File: config.mk
export PLATFORM = sky130hd
export DESIGN_NAME = bsg_comm_link_credit_tx
export DESIGN_NICKNAME = d
export VERILOG_FILES = /design/src/rtl/bsg_comm_link_credit_tx_pkg.sv /design/src/rtl/bsg_comm_link_credit_tx_counter.sv /design/src/rtl/bsg_comm_link_credit_tx.sv
export SDC_FILE = /design/constraint.sdc
export NUM_CORES = 1
export LEC_CHECK = 0
export ABC_AREA = 0
export CORE_MARGIN = 2
export CORE_UTILIZATION = 45
export DETAILED_ROUTE_END_ITERATION = 12
export PLACE_DENSITY = 0.74
export SYNTH_ARGS = -nofsm -noshare
export SYNTH_HDL_FRONTEND = slang
export SYNTH_HIERARCHICAL = 1
export SYNTH_SLANG_ARGS = --single-unit
File: constraint.sdc
create_clock -name clk_i -period 3.2 [get_ports clk_i]
set_input_delay 0.64 -clock clk_i [delete_from_list [all_inputs] [get_ports clk_i]]
set_output_delay 0.64 -clock clk_i [all_outputs]
set_load 0.05 [all_outputs]
File: src/rtl/bsg_comm_link_credit_tx_pkg.sv
// Shared defaults and helpers for the credit-gated link transmitter.
// No logic of its own.
package bsg_comm_link_credit_tx_pkg;

    localparam int unsigned DEFAULT_WIDTH          = 8;
    localparam int unsigned DEFAULT_LG_FIFO_DEPTH  = 5;
    localparam int unsigned DEFAULT_LG_DECIMATION  = 3;

    function automatic int unsigned pow2(input int unsigned lg);
        return 32'd1 << lg;
    endfunction

endpackage

File: src/rtl/bsg_comm_link_credit_tx_counter.sv
// Saturating credit counter: +2^lg_up_p per up, -1 per down, result visible next cycle.
// Never stalls; an over-range sum clamps to 2^lg_max_p and raises a sticky overflow flag.
module bsg_comm_link_credit_tx_counter
    import bsg_comm_link_credit_tx_pkg::*;
#(
    parameter int unsigned lg_max_p = DEFAULT_LG_FIFO_DEPTH,
    parameter int unsigned lg_up_p  = DEFAULT_LG_DECIMATION
) (
    input  logic              clk_i,
    input  logic              reset_i,
    input  logic              up_i,
    input  logic              down_i,
    output logic [lg_max_p:0] count_o,
    output logic              overflow_o
);

    localparam int unsigned CW = lg_max_p + 1;
    localparam int unsigned NW = lg_max_p + 2;
    localparam logic [NW-1:0] MAX_N  = NW'(pow2(lg_max_p));
    localparam logic [NW-1:0] STEP_N = NW'(pow2(lg_up_p));

    logic [CW-1:0] count_r;
    logic          overflow_r;
    logic [NW-1:0] count_n;

    // One extra bit of headroom so up+down can never wrap before the clamp.
    always_comb begin
        count_n = {1'b0, count_r} + (up_i ? STEP_N : '0) - NW'(down_i);
    end

    always_ff @(posedge clk_i) begin
        if (reset_i) begin
            count_r    <= MAX_N[CW-1:0];
            overflow_r <= 1'b0;
        end else if (count_n > MAX_N) begin
            count_r    <= MAX_N[CW-1:0];
            overflow_r <= 1'b1;
        end else begin
            count_r    <= count_n[CW-1:0];
        end
    end

    assign count_o    = count_r;
    assign overflow_o = overflow_r;

endmodule

File: src/rtl/bsg_comm_link_credit_tx.sv
// Credit-gated one-entry output stage; accepted word on v_o/data_o next cycle, token credit next cycle.
// ready_o drops when credits are zero or the held word is not being consumed (yumi_i=0).
module bsg_comm_link_credit_tx
    import bsg_comm_link_credit_tx_pkg::*;
#(
    parameter int unsigned width_p                         = DEFAULT_WIDTH,
    parameter int unsigned lg_fifo_depth_p                 = DEFAULT_LG_FIFO_DEPTH,
    parameter int unsigned lg_credit_to_token_decimation_p = DEFAULT_LG_DECIMATION
) (
    input  logic                     clk_i,
    input  logic                     reset_i,
    input  logic                     token_toggle_i,
    input  logic                     v_i,
    input  logic [width_p-1:0]       data_i,
    output logic                     ready_o,
    output logic                     v_o,
    output logic [width_p-1:0]       data_o,
    input  logic                     yumi_i,
    output logic [lg_fifo_depth_p:0] credits_o,
    output logic                     overflow_o
);

    logic               token_r;
    logic               token_edge;
    logic               accept;
    logic               v_r;
    logic [width_p-1:0] data_r;

    // Loading the live level during reset as well keeps the first cycle edge-free.
    always_ff @(posedge clk_i) begin
        token_r <= token_toggle_i;
    end

    assign token_edge = token_r ^ token_toggle_i;
    assign ready_o    = (credits_o != '0) & (~v_r | yumi_i);
    assign accept     = v_i & ready_o;

    bsg_comm_link_credit_tx_counter #(
        .lg_max_p (lg_fifo_depth_p),
        .lg_up_p  (lg_credit_to_token_decimation_p)
    ) credit_cnt (
        .clk_i      (clk_i),
        .reset_i    (reset_i),
        .up_i       (token_edge),
        .down_i     (accept),
        .count_o    (credits_o),
        .overflow_o (overflow_o)
    );

    always_ff @(posedge clk_i) begin
        if (reset_i) begin
            v_r    <= 1'b0;
            data_r <= '0;
        end else if (accept) begin
            v_r    <= 1'b1;
            data_r <= data_i;
        end else if (yumi_i) begin
            v_r    <= 1'b0;
        end
    end

    assign v_o    = v_r;
    assign data_o = data_r;

endmodule

==> results by stage, run 1 <==
Outcome:
- The flow ran to the end, and the final reports show no timing, DRC or antenna violations.

Clock tree:
- The number of buffers added for setup after CTS is 0.
- The total number of clock tree sinks is 17.
- The clock-pin slew of the registers on the worst-case setup and hold paths is approximately 0.09 ns.
- CTS built an H-tree with a depth of 1.
- The TritonCTS clock tree is built.
- The root cell of the clock tree is sky130_fd_sc_hd__clkbuf_4.
- Counting along the longest clock path gives a buffer depth of 2.
- Clock latency on the worst-skew pair, taken at its later pin, is approximately 0.29 ns.
- The number of buffers added by the clock tree synthesis step is 3.

Setup path:
- The reg2reg setup slack is between 0.2 and 0.25 ns.
- The end of the critical path is credit_cnt/count_o[2].
- The slowest stage of the critical path belongs to the cell sky130_fd_sc_hd__or4_4.
- The capture point of the worst reg-to-reg path is credit_cnt/count_o[2].
- The type of element capturing the critical path is a flip-flop.
- The arrival time of data at the critical path endpoint is ~3.1 ns.
- The launch point of the critical path is credit_cnt/count_o[1].
- Data on the critical path is required at its endpoint by about 3.4 ns.
- In this run the critical register-to-register path is launched from credit_cnt/count_o[1].
- The critical path runs through a total of 12 cells.
- The total buffers and inverters traversed by the critical path is 2.
- The critical path class is flip-flop to flip-flop.
- Walking the worst path, the cells encountered are or4_4 > o311a_1 > ha_1 > inv_1 > ha_1 > inv_1 > fa_2 > nand2b_1 > a21oi_2 > xor2_1 > a21boi_2 > nor4_1.
- The worst reg2reg path depth is 12.
- STA classifies the critical path startpoint as a flip-flop.
- In this run the worst path has a maximum fanout of 4.
- The delay of the slowest critical-path stage is 0.56 ns.
- The largest delay contributor family on the critical path is simple AND/OR/NAND/NOR gates.

Placement:
- Routability-driven placement finished with a final weighted congestion of around 0.79.
- The half-perimeter wire length of the detailed placement result is about 1.4 mm.
- The quantity of I/O buffers inserted on ports is 29.
- The number of instances in the placed design is 154.

Cells and area:
- After the last flow step, the layout net total stands at ~150.
- Once layout is complete, the cells apart from fillers number roughly 160.
- Once layout is complete, the utilization of the core stands at between 60 and 70%.
- The total inserted antenna cells is 0.
- The synthesis-to-finish area growth is 36.38%.
- The library cells used most frequently in the layout, excluding fill and tap cells, are sky130_fd_sc_hd__clkdlybuf4s50_1 (28), sky130_fd_sc_hd__nand2b_1 (18), sky130_fd_sc_hd__dfxtp_1 (16).
- The library cell used most frequently in the layout, excluding fill and tap cells, is sky130_fd_sc_hd__clkdlybuf4s50_1.
- The post-route netlist has approximately 11% of its cells at a drive strength greater than 1.

Timing:
- The final number of setup-violating endpoints is 0.
- The final setup skew is between 0.007 and 0.008 ns.
- In the final timing run, aggregate negative setup slack is 0 ns.
- The post-route minimum period is between 2 and 3 ns.
- The final hold violation count is 0.
- The transition time at the pin with the least slew margin is between 0.5 and 0.6 ns.
- Measured against its own limit, the worst slew margin works out to roughly 62%.
- The final critical-path share of the clock period is 92.84%.
- Static timing analysis puts the maximum clock frequency at between 0.3 and 0.4 GHz.
- The max-slew violation count is 0.
- The minimum hold slack is approximately 0.48 ns.
- Setup repair after global routing left no endpoint under its margin.

Logic synthesis:
- The fraction of the yosys area taken by sequential cells is 35.98%.
- During synthesis, Yosys emitted a total of 6 warnings.
- The post-synthesis register bit count is 17.
- The synthesized area per cell is around 9.6 um2.
- The number of nets in the synthesized netlist is 121.
- The synthesized cell area is around 950 um2.
- The number of instances in the synthesized netlist is 99.
- The synthesized netlist contains 28 unique library cells.

Worst hold path:
- The tightest min-delay check is of the flip-flop to flip-flop type.
- The startpoint of the lowest-slack hold path is data_o[6].

Floorplan:
- The initial utilization of the core area, before any placement, comes to between 40 and 50%.
- The die height is around 50 um.
- The die covers 2485 um2.
- The core region is around 2000 um2.
- Pin placement for this block handled 30 I/O pins.
- The cell row count is 16.
- The floorplan step set the die width to around 50 um.

Routing:
- Dividing the detail-routed wire length by the instance count gives around 11 um.
- In the routed layout, each cell is associated on average with a via count of roughly 4.8.
- In the routed design, unresolved DRC markers number 0.
- After detailed routing, the total wire length is roughly 1.8 mm.
- The pre-antenna-repair detailed-routing pass consisted of 2 iterations.
- The number of routed nets with antenna violations is 0.
- The initial DRC count is 5.
- Detailed routing inserted a total of roughly 760 vias.

Global route:
- Global routing consumed, over all layers together, between 10% and 20% of the routing resources.
- The first global-routing pass estimated ~3.2 mm of wire.
- The number of global-route vias before repair is roughly 750.
- The number of antenna violations at the first check in global routing is 0.
- The total global routing overflow is 0.
- The largest net degree at the start of global routing is 22.

Power:
- The power density over the cells is around 1100 nW/um2.
- In this run the static leakage power is between 0.5 and 0.6 nW.
- The worst-case IR drop observed on VDD is 0.0006676 V.

Job:
- Max-cap violations in this run came to 0.
==> sequential cells by signal, summed over array words and instances (netlist names) <==
register and count:
credit_cnt/count_o 6, credit_cnt/overflow_o 1, data_o 8, token_r 1, v_o 1
==> tightest hold or removal path, delay by kind of cell, from the launching register on <==
family / cells / cell delay (ns)
DFF: 1 / 0.32
and+or+nand+nor: 1 / 0.06
muxes: 1 / 0.06
==> power breakdown <==
part	internal [mW]	switching (mW)	total, mW
clock network	0.0485	0.0623	0.111
logic	0.381	0.573	0.954
registers	0.271	0.0586	0.330
==> worst min-delay path by stage <==
stage / endpoint / slack, ns / depth (start not counted)
final: data_o[6] / 0.48 / 2
after global routing: data_o[7] / 0.51 / 2
after CTS: data_o[7] / 0.48 / 2
after detailed placement: data_o[7] / 0.47 / 2
after global placement: data_o[6] / 0.46 / 2
after floorplan: token_r / 0.67 / 0
==> cell usage after synthesis, drive strengths merged <==
cell / number / area [um2]
nand3b: 1 / 7.510
xnor2: 2 / 17.52
nand2: 2 / 7.510
nor3: 2 / 15.01
nor2: 3 / 13.77
o31a: 2 / 17.52
nand2b: 18 / 112.6
clkbuf: 1 / 3.750
dfxtp: 17 / 340.3
or4: 1 / 11.26
o31ai: 1 / 7.510
nor4: 2 / 12.51
mux2i: 9 / 90.09
nand3: 2 / 10.01
and2: 2 / 12.51
inv: 13 / 48.79
nand4: 1 / 6.260
o311a: 1 / 10.01
fa: 1 / 20.02
a21boi: 1 / 11.26
a21oi: 6 / 41.29
buf: 1 / 11.26
ha: 8 / 100.1
xor2: 2 / 17.52
==> per-stage QoR <==
step	power (mW)	worst slack [ns]	cell area, um2
global route	1.508	0.05690	1290
CTS	1.402	0.1426	1287
detailed placement	1.289	0.01605	1261
global placement	1.269	0.08379	1261
finish	1.394	0.2292	1290
floorplan	1.054	0.02002	947.2
==> metal layers <==
metal	vias up	routed length (um)	GRT usage [%]
li1	395	-	-
met1	348	883	20.64
met2	15	834	28.00
met3	0	91	5.152
met5	-	0	0
met4	0	0	1.389
==> kinds of logic after synthesis <==
| group | after synthesis | share of synthesized area, % |
|---|---|---|
| adder cells (fa/ha/maj) | 9 | 12.70 |
| XOR/XNOR | 4 | 3.704 |
| flip-flops | 17 | 35.98 |
| AO/OA/AOI/OAI | 11 | 9.260 |
| AND/OR/NAND/NOR | 34 | 22.09 |
| buffers and inverters | 15 | 6.745 |
| multiplexers | 9 | 9.524 |
==> what timing repair did <==
item | 4_1_cts | 5_1_grt
hold buffers | 0 | 0
endpoints found under the setup margin | 0 | 3
resized for setup | 0 | 1
==> cell type report <==
class	count	area [um2]
flip-flops and latches	17	341.6
inverters	13	48.80
repair buffers	30	295.3
multi-input cells	67	544.3
well taps	27	33.78
fillers	171	691.9
clock buffers	4	26.28
(Power assumes the default switching activity.)
==> run 2, diff against run 1 <==
- SLEW_MARGIN: not set -> 20
==> results of run 2 <==
Same layout as run 1: the final DEF is identical, and so are final timing and power.
==> run 3, diff against run 2 <==
- CORE_UTILIZATION: 45 -> 47
- CTS_BUF_LIST: not set -> sky130_fd_sc_hd__clkbuf_2
- PLACE_DENSITY: 0.74 -> 0.77
- clock period: 3.2 -> 2.92 ns (I/O delays scaled with it)
==> run 3 against run 2 <==
  * Global-route usage grew 2.0 points
  * Wire length is 12% higher
  * Final area increased by 7.9%
  * Register-to-register slack worse by 0.20 ns
  * Sequential share of layout area decreased by 1.5 points
  * Clock power about the same
  * Count of clock-buffer cells in the layout down 1
  * Power grew 28%
  * Critical path depth unchanged
  * Sequential power increased by 11%
  * Core utilization is 7.3 points higher
  * Critical path type unchanged
  * Largest cell class unchanged
  * Highest routed layer is now met4
==> results by stage, run 3 (same netlist as run 1, synthesis figures left out) <==
Outcome:
- Status: finished, final reports clean (unchanged).

Routing:
- The met3 wire length is 95 um (was 91 um).
- The total detailed-routing wirelength is 2.026 mm (was 1.810 mm).
- The routed length per instance is 12.51 um (was 11.46 um).
- The first-pass iteration count of the detailed router is 4 (was 2).
- The initial DRC count came to 7 (was 5).
- The highest metal layer with signal wires is met4 (was met3).
- The number of routed nets with antenna violations came to 0 (unchanged).
- The met2 wirelength from detailed routing is 1.004 mm (was 834 um).
- The number of vias in the routed layout is 785 (was 758).
- The wire length on met1 is 907 um (was 883 um).
- The via-per-instance ratio was 4.846 (was 4.797).
- The number of remaining DRC errors is 0 (unchanged).

Placement:
- The quantity of I/O buffers inserted on ports was 29 (unchanged).
- The weighted congestion at the end of routability-driven global placement is 0.8243 (was 0.7948).
- The worst setup slack before clock tree synthesis is -0.05421 ns (was 0.01605 ns).
- The placement-stage cell area came to 1318 um2 (was 1261 um2).
- The number of instances in the placed design was 156 (was 154).
- The half-perimeter wire length of the detailed placement result is 1.539 mm (was 1.433 mm).

Worst hold path:
- The startpoint of the lowest-slack hold path is data_o[6] (unchanged).
- The sink of the worst hold path is data_o[6] (unchanged).
- The classification of the worst-slack hold path is flip-flop to flip-flop (unchanged).
- The worst hold path stage count is 2 (unchanged).

Timing:
- The final setup skew was 0.005821 ns (was 0.007316 ns).
- The setup total negative slack is 0 ns (unchanged).
- The final hold violation count was 0 (unchanged).
- The max-slew violation count was 0 (unchanged).
- The final critical-path share of the clock period came to 98.94% (was 92.84%).
- The post-route minimum period was 2.889 ns (was 2.971 ns).
- The fmax is 0.3461 GHz (was 0.3366 GHz).
- The worst slew slack as a fraction of its limit is 63.04% (was 62.10%).
- The minimum hold slack is 0.4909 ns (was 0.4757 ns).
- The final number of setup-violating endpoints is 0 (unchanged).
- The transition time at the pin with the least slew margin is 0.5527 ns (was 0.5667 ns).
- The post-layout worst setup margin is 0.03095 ns (was 0.2292 ns).
- RSZ-0062 raised after global routing: true (was false).

Clock tree:
- The maximum count of clock buffers along a single path came to 2 (unchanged).
- The H-tree depth is 1 (unchanged).
- The total number of clock tree sinks came to 17 (unchanged).
- The clock-pin slew of the registers on the worst-case setup and hold paths is 0.17 ns (was 0.09 ns).
- The root cell of the clock tree is sky130_fd_sc_hd__clkbuf_2 (was sky130_fd_sc_hd__clkbuf_4).
- The number of buffers added by the clock tree synthesis step was 3 (unchanged).
- The clock latency at the later pin of the worst-skew pair is 0.30 ns (was 0.29 ns).
- The TritonCTS clock tree is built (unchanged).
- The number of hold-repair buffers added at the cts stage is 0 (unchanged).

Power:
- The power density over the cells came to 1281 nW/um2 (was 1081 nW/um2).
- The leakage power of the design is 0.5783 nW (was 0.5393 nW).
- The net switching fraction of the power is 50.07% (was 49.77%).
- The power share of the sequential group was 20.5% (was 23.7%).
- The portion of total power attributed to the clock network is 6.1% (was 7.9%).
- The design internal power is 0.8895 mW (was 0.7004 mW).
- The total net switching power is 0.8921 mW (was 0.6939 mW).
- The combinational group share of total power came to 73.4% (was 68.4%).
- The largest vdd supply drop is 0.001001 V (was 0.0006676 V).

Cells and area:
- The layout filler cell count is 157 (was 171).
- Most frequent cells in the layout: sky130_fd_sc_hd__clkdlybuf4s50_1 (28), sky130_fd_sc_hd__nand2b_1 (17), sky130_fd_sc_hd__dfxtp_1 (13) (was sky130_fd_sc_hd__clkdlybuf4s50_1 (28), sky130_fd_sc_hd__nand2b_1 (18), sky130_fd_sc_hd__dfxtp_1 (16)).
- The final non-filler cell area is 1391 um2 (was 1290 um2).
- The final non-filler cell total is 162 (was 158).
- The number of flip-flops in the largest register is 8 (unchanged).
- The fraction of layout cells with a size suffix above 1 is 22.96% (was 11.45%).
- The most common cell after layout, fill and taps aside is sky130_fd_sc_hd__clkdlybuf4s50_1 (unchanged).
- The post-layout net count is 158 (was 154).
- The synthesis-to-finish area growth came to 47.09% (was 36.38%).
- The total inserted antenna cells is 0 (unchanged).

Setup path:
- The critical path class was flip-flop to flip-flop (unchanged).
- The maximum fanout encountered on the critical timing path is 3 (was 4).
- The type of element capturing the critical path is a flip-flop (unchanged).
- The required arrival time at the worst endpoint is 3.11 ns (was 3.36 ns).
- The startpoint of the worst-slack reg-to-reg timing path is credit_cnt/count_o[1] (unchanged).
- The capture point of the worst reg-to-reg path is credit_cnt/count_o[0] (was credit_cnt/count_o[2]).
- The kind of start point of the critical path is a flip-flop (unchanged).
- The arrival time of data at the critical path endpoint was 3.08 ns (was 3.13 ns).
- The reg2reg setup slack is 0.03 ns (was 0.23 ns).
- The worst reg2reg path depth is 12 (unchanged).

Floorplan:
- The I/O pin count came to 30 (unchanged).
- The standard cell core area is 1922 um2 (was 1982 um2).
- The initial cell density of the core is 49.22% (was 47.73%).
- The die height came to 48.86 um (was 49.85 um).
- The cell row count came to 16 (unchanged).
- The width of the die is 48.86 um (was 49.85 um).
- The full die area was 2387 um2 (was 2485 um2).

Global route:
- The overall global routing resource usage is 18.25% (was 16.28%).
- The number of global-route vias before repair is 770 (was 752).
- The first-pass GRT wire length is 3.381 mm (was 3.174 mm).
- The largest net degree at the start of global routing is 22 (unchanged).
- The number of antenna violations at the first check in global routing is 0 (unchanged).
- The total global routing overflow came to 0 (unchanged).

Job:
- The count of max-cap constraint violations is 0 (unchanged).
==> run 3: changes by cell type in the layout (fill, tap and decap cells not counted), sizes merged <==
cell | before | now
buf | 2 | 6
clkbuf | 4 | 3
clkinv | 0 | 1
==> run 3: area by class of cell <==
class                   count  area (um2)  area share (%)
clock buffers               3       15.01           1.079
clock inverters             1       5.005          0.3597
multi-input cells          67       615.6           44.24
well taps                  27       33.78           2.428
inverters                  13       48.80           3.507
repair buffers             34       325.3           23.38
flip-flops and latches     17       347.8           25.00
==> run 3: metrics by stage <==
step | utilization (%) | power (mW)
global placement | 68.55 | 1.503
detailed placement | 68.55 | 1.535
CTS | 70.96 | 1.708
finish | 72.40 | 1.782
floorplan | - | 1.219
global route | 72.40 | 1.897
==> run 3: worst max path at each step <==
stage / start / end / cells after the start
5_1_grt: credit_cnt/count_o[1] / credit_cnt/overflow_o / 12
2_1_floorplan: credit_cnt/count_o[1] / credit_cnt/overflow_o / 13
6_report: credit_cnt/count_o[1] / credit_cnt/count_o[0] / 12
4_1_cts: credit_cnt/count_o[1] / credit_cnt/overflow_o / 12
3_3_place_gp: yumi_i / credit_cnt/count_o[0] / 13
3_5_place_dp: yumi_i / credit_cnt/count_o[0] / 13
==> run 3: metal layers <==
metal	GRT usage [%]	up-vias
li1	-	401
met1	22.20	362
met2	30.59	20
met3	5.828	2
met4	5.714	0
met5	0	-
==> run 3: timing repair <==
item | CTS | global route
hold endpoints to repair | 0 | 0
gates resized for setup | 3 | 2
setup endpoints to repair | 5 | 7
pin swaps | 0 | 2
buffers inserted | 0 | 2
==> run 3: power by group through the flow <==
stage	clock network (mW)	logic [mW]	registers, mW
final	0.109	1.31	0.366
after detailed placement	0	1.16	0.372
after floorplan	0	0.653	0.566
after global routing	0.119	1.40	0.378
after global placement	0	1.13	0.371
after CTS	0.113	1.23	0.369
==> run 3: worst max-delay path, stage by stage, from the launching register on <==
cell                       delay, ns
sky130_fd_sc_hd__dfxtp_4        0.38
sky130_fd_sc_hd__or4_4          0.54
sky130_fd_sc_hd__o311a_4        0.34
sky130_fd_sc_hd__ha_4           0.16
sky130_fd_sc_hd__inv_2          0.06
sky130_fd_sc_hd__ha_4           0.12
sky130_fd_sc_hd__inv_2          0.03
sky130_fd_sc_hd__fa_2           0.34
sky130_fd_sc_hd__nand2b_4       0.16
sky130_fd_sc_hd__a21oi_4        0.14
sky130_fd_sc_hd__xor2_2         0.22
sky130_fd_sc_hd__a21boi_4       0.23
sky130_fd_sc_hd__nor4_1         0.07
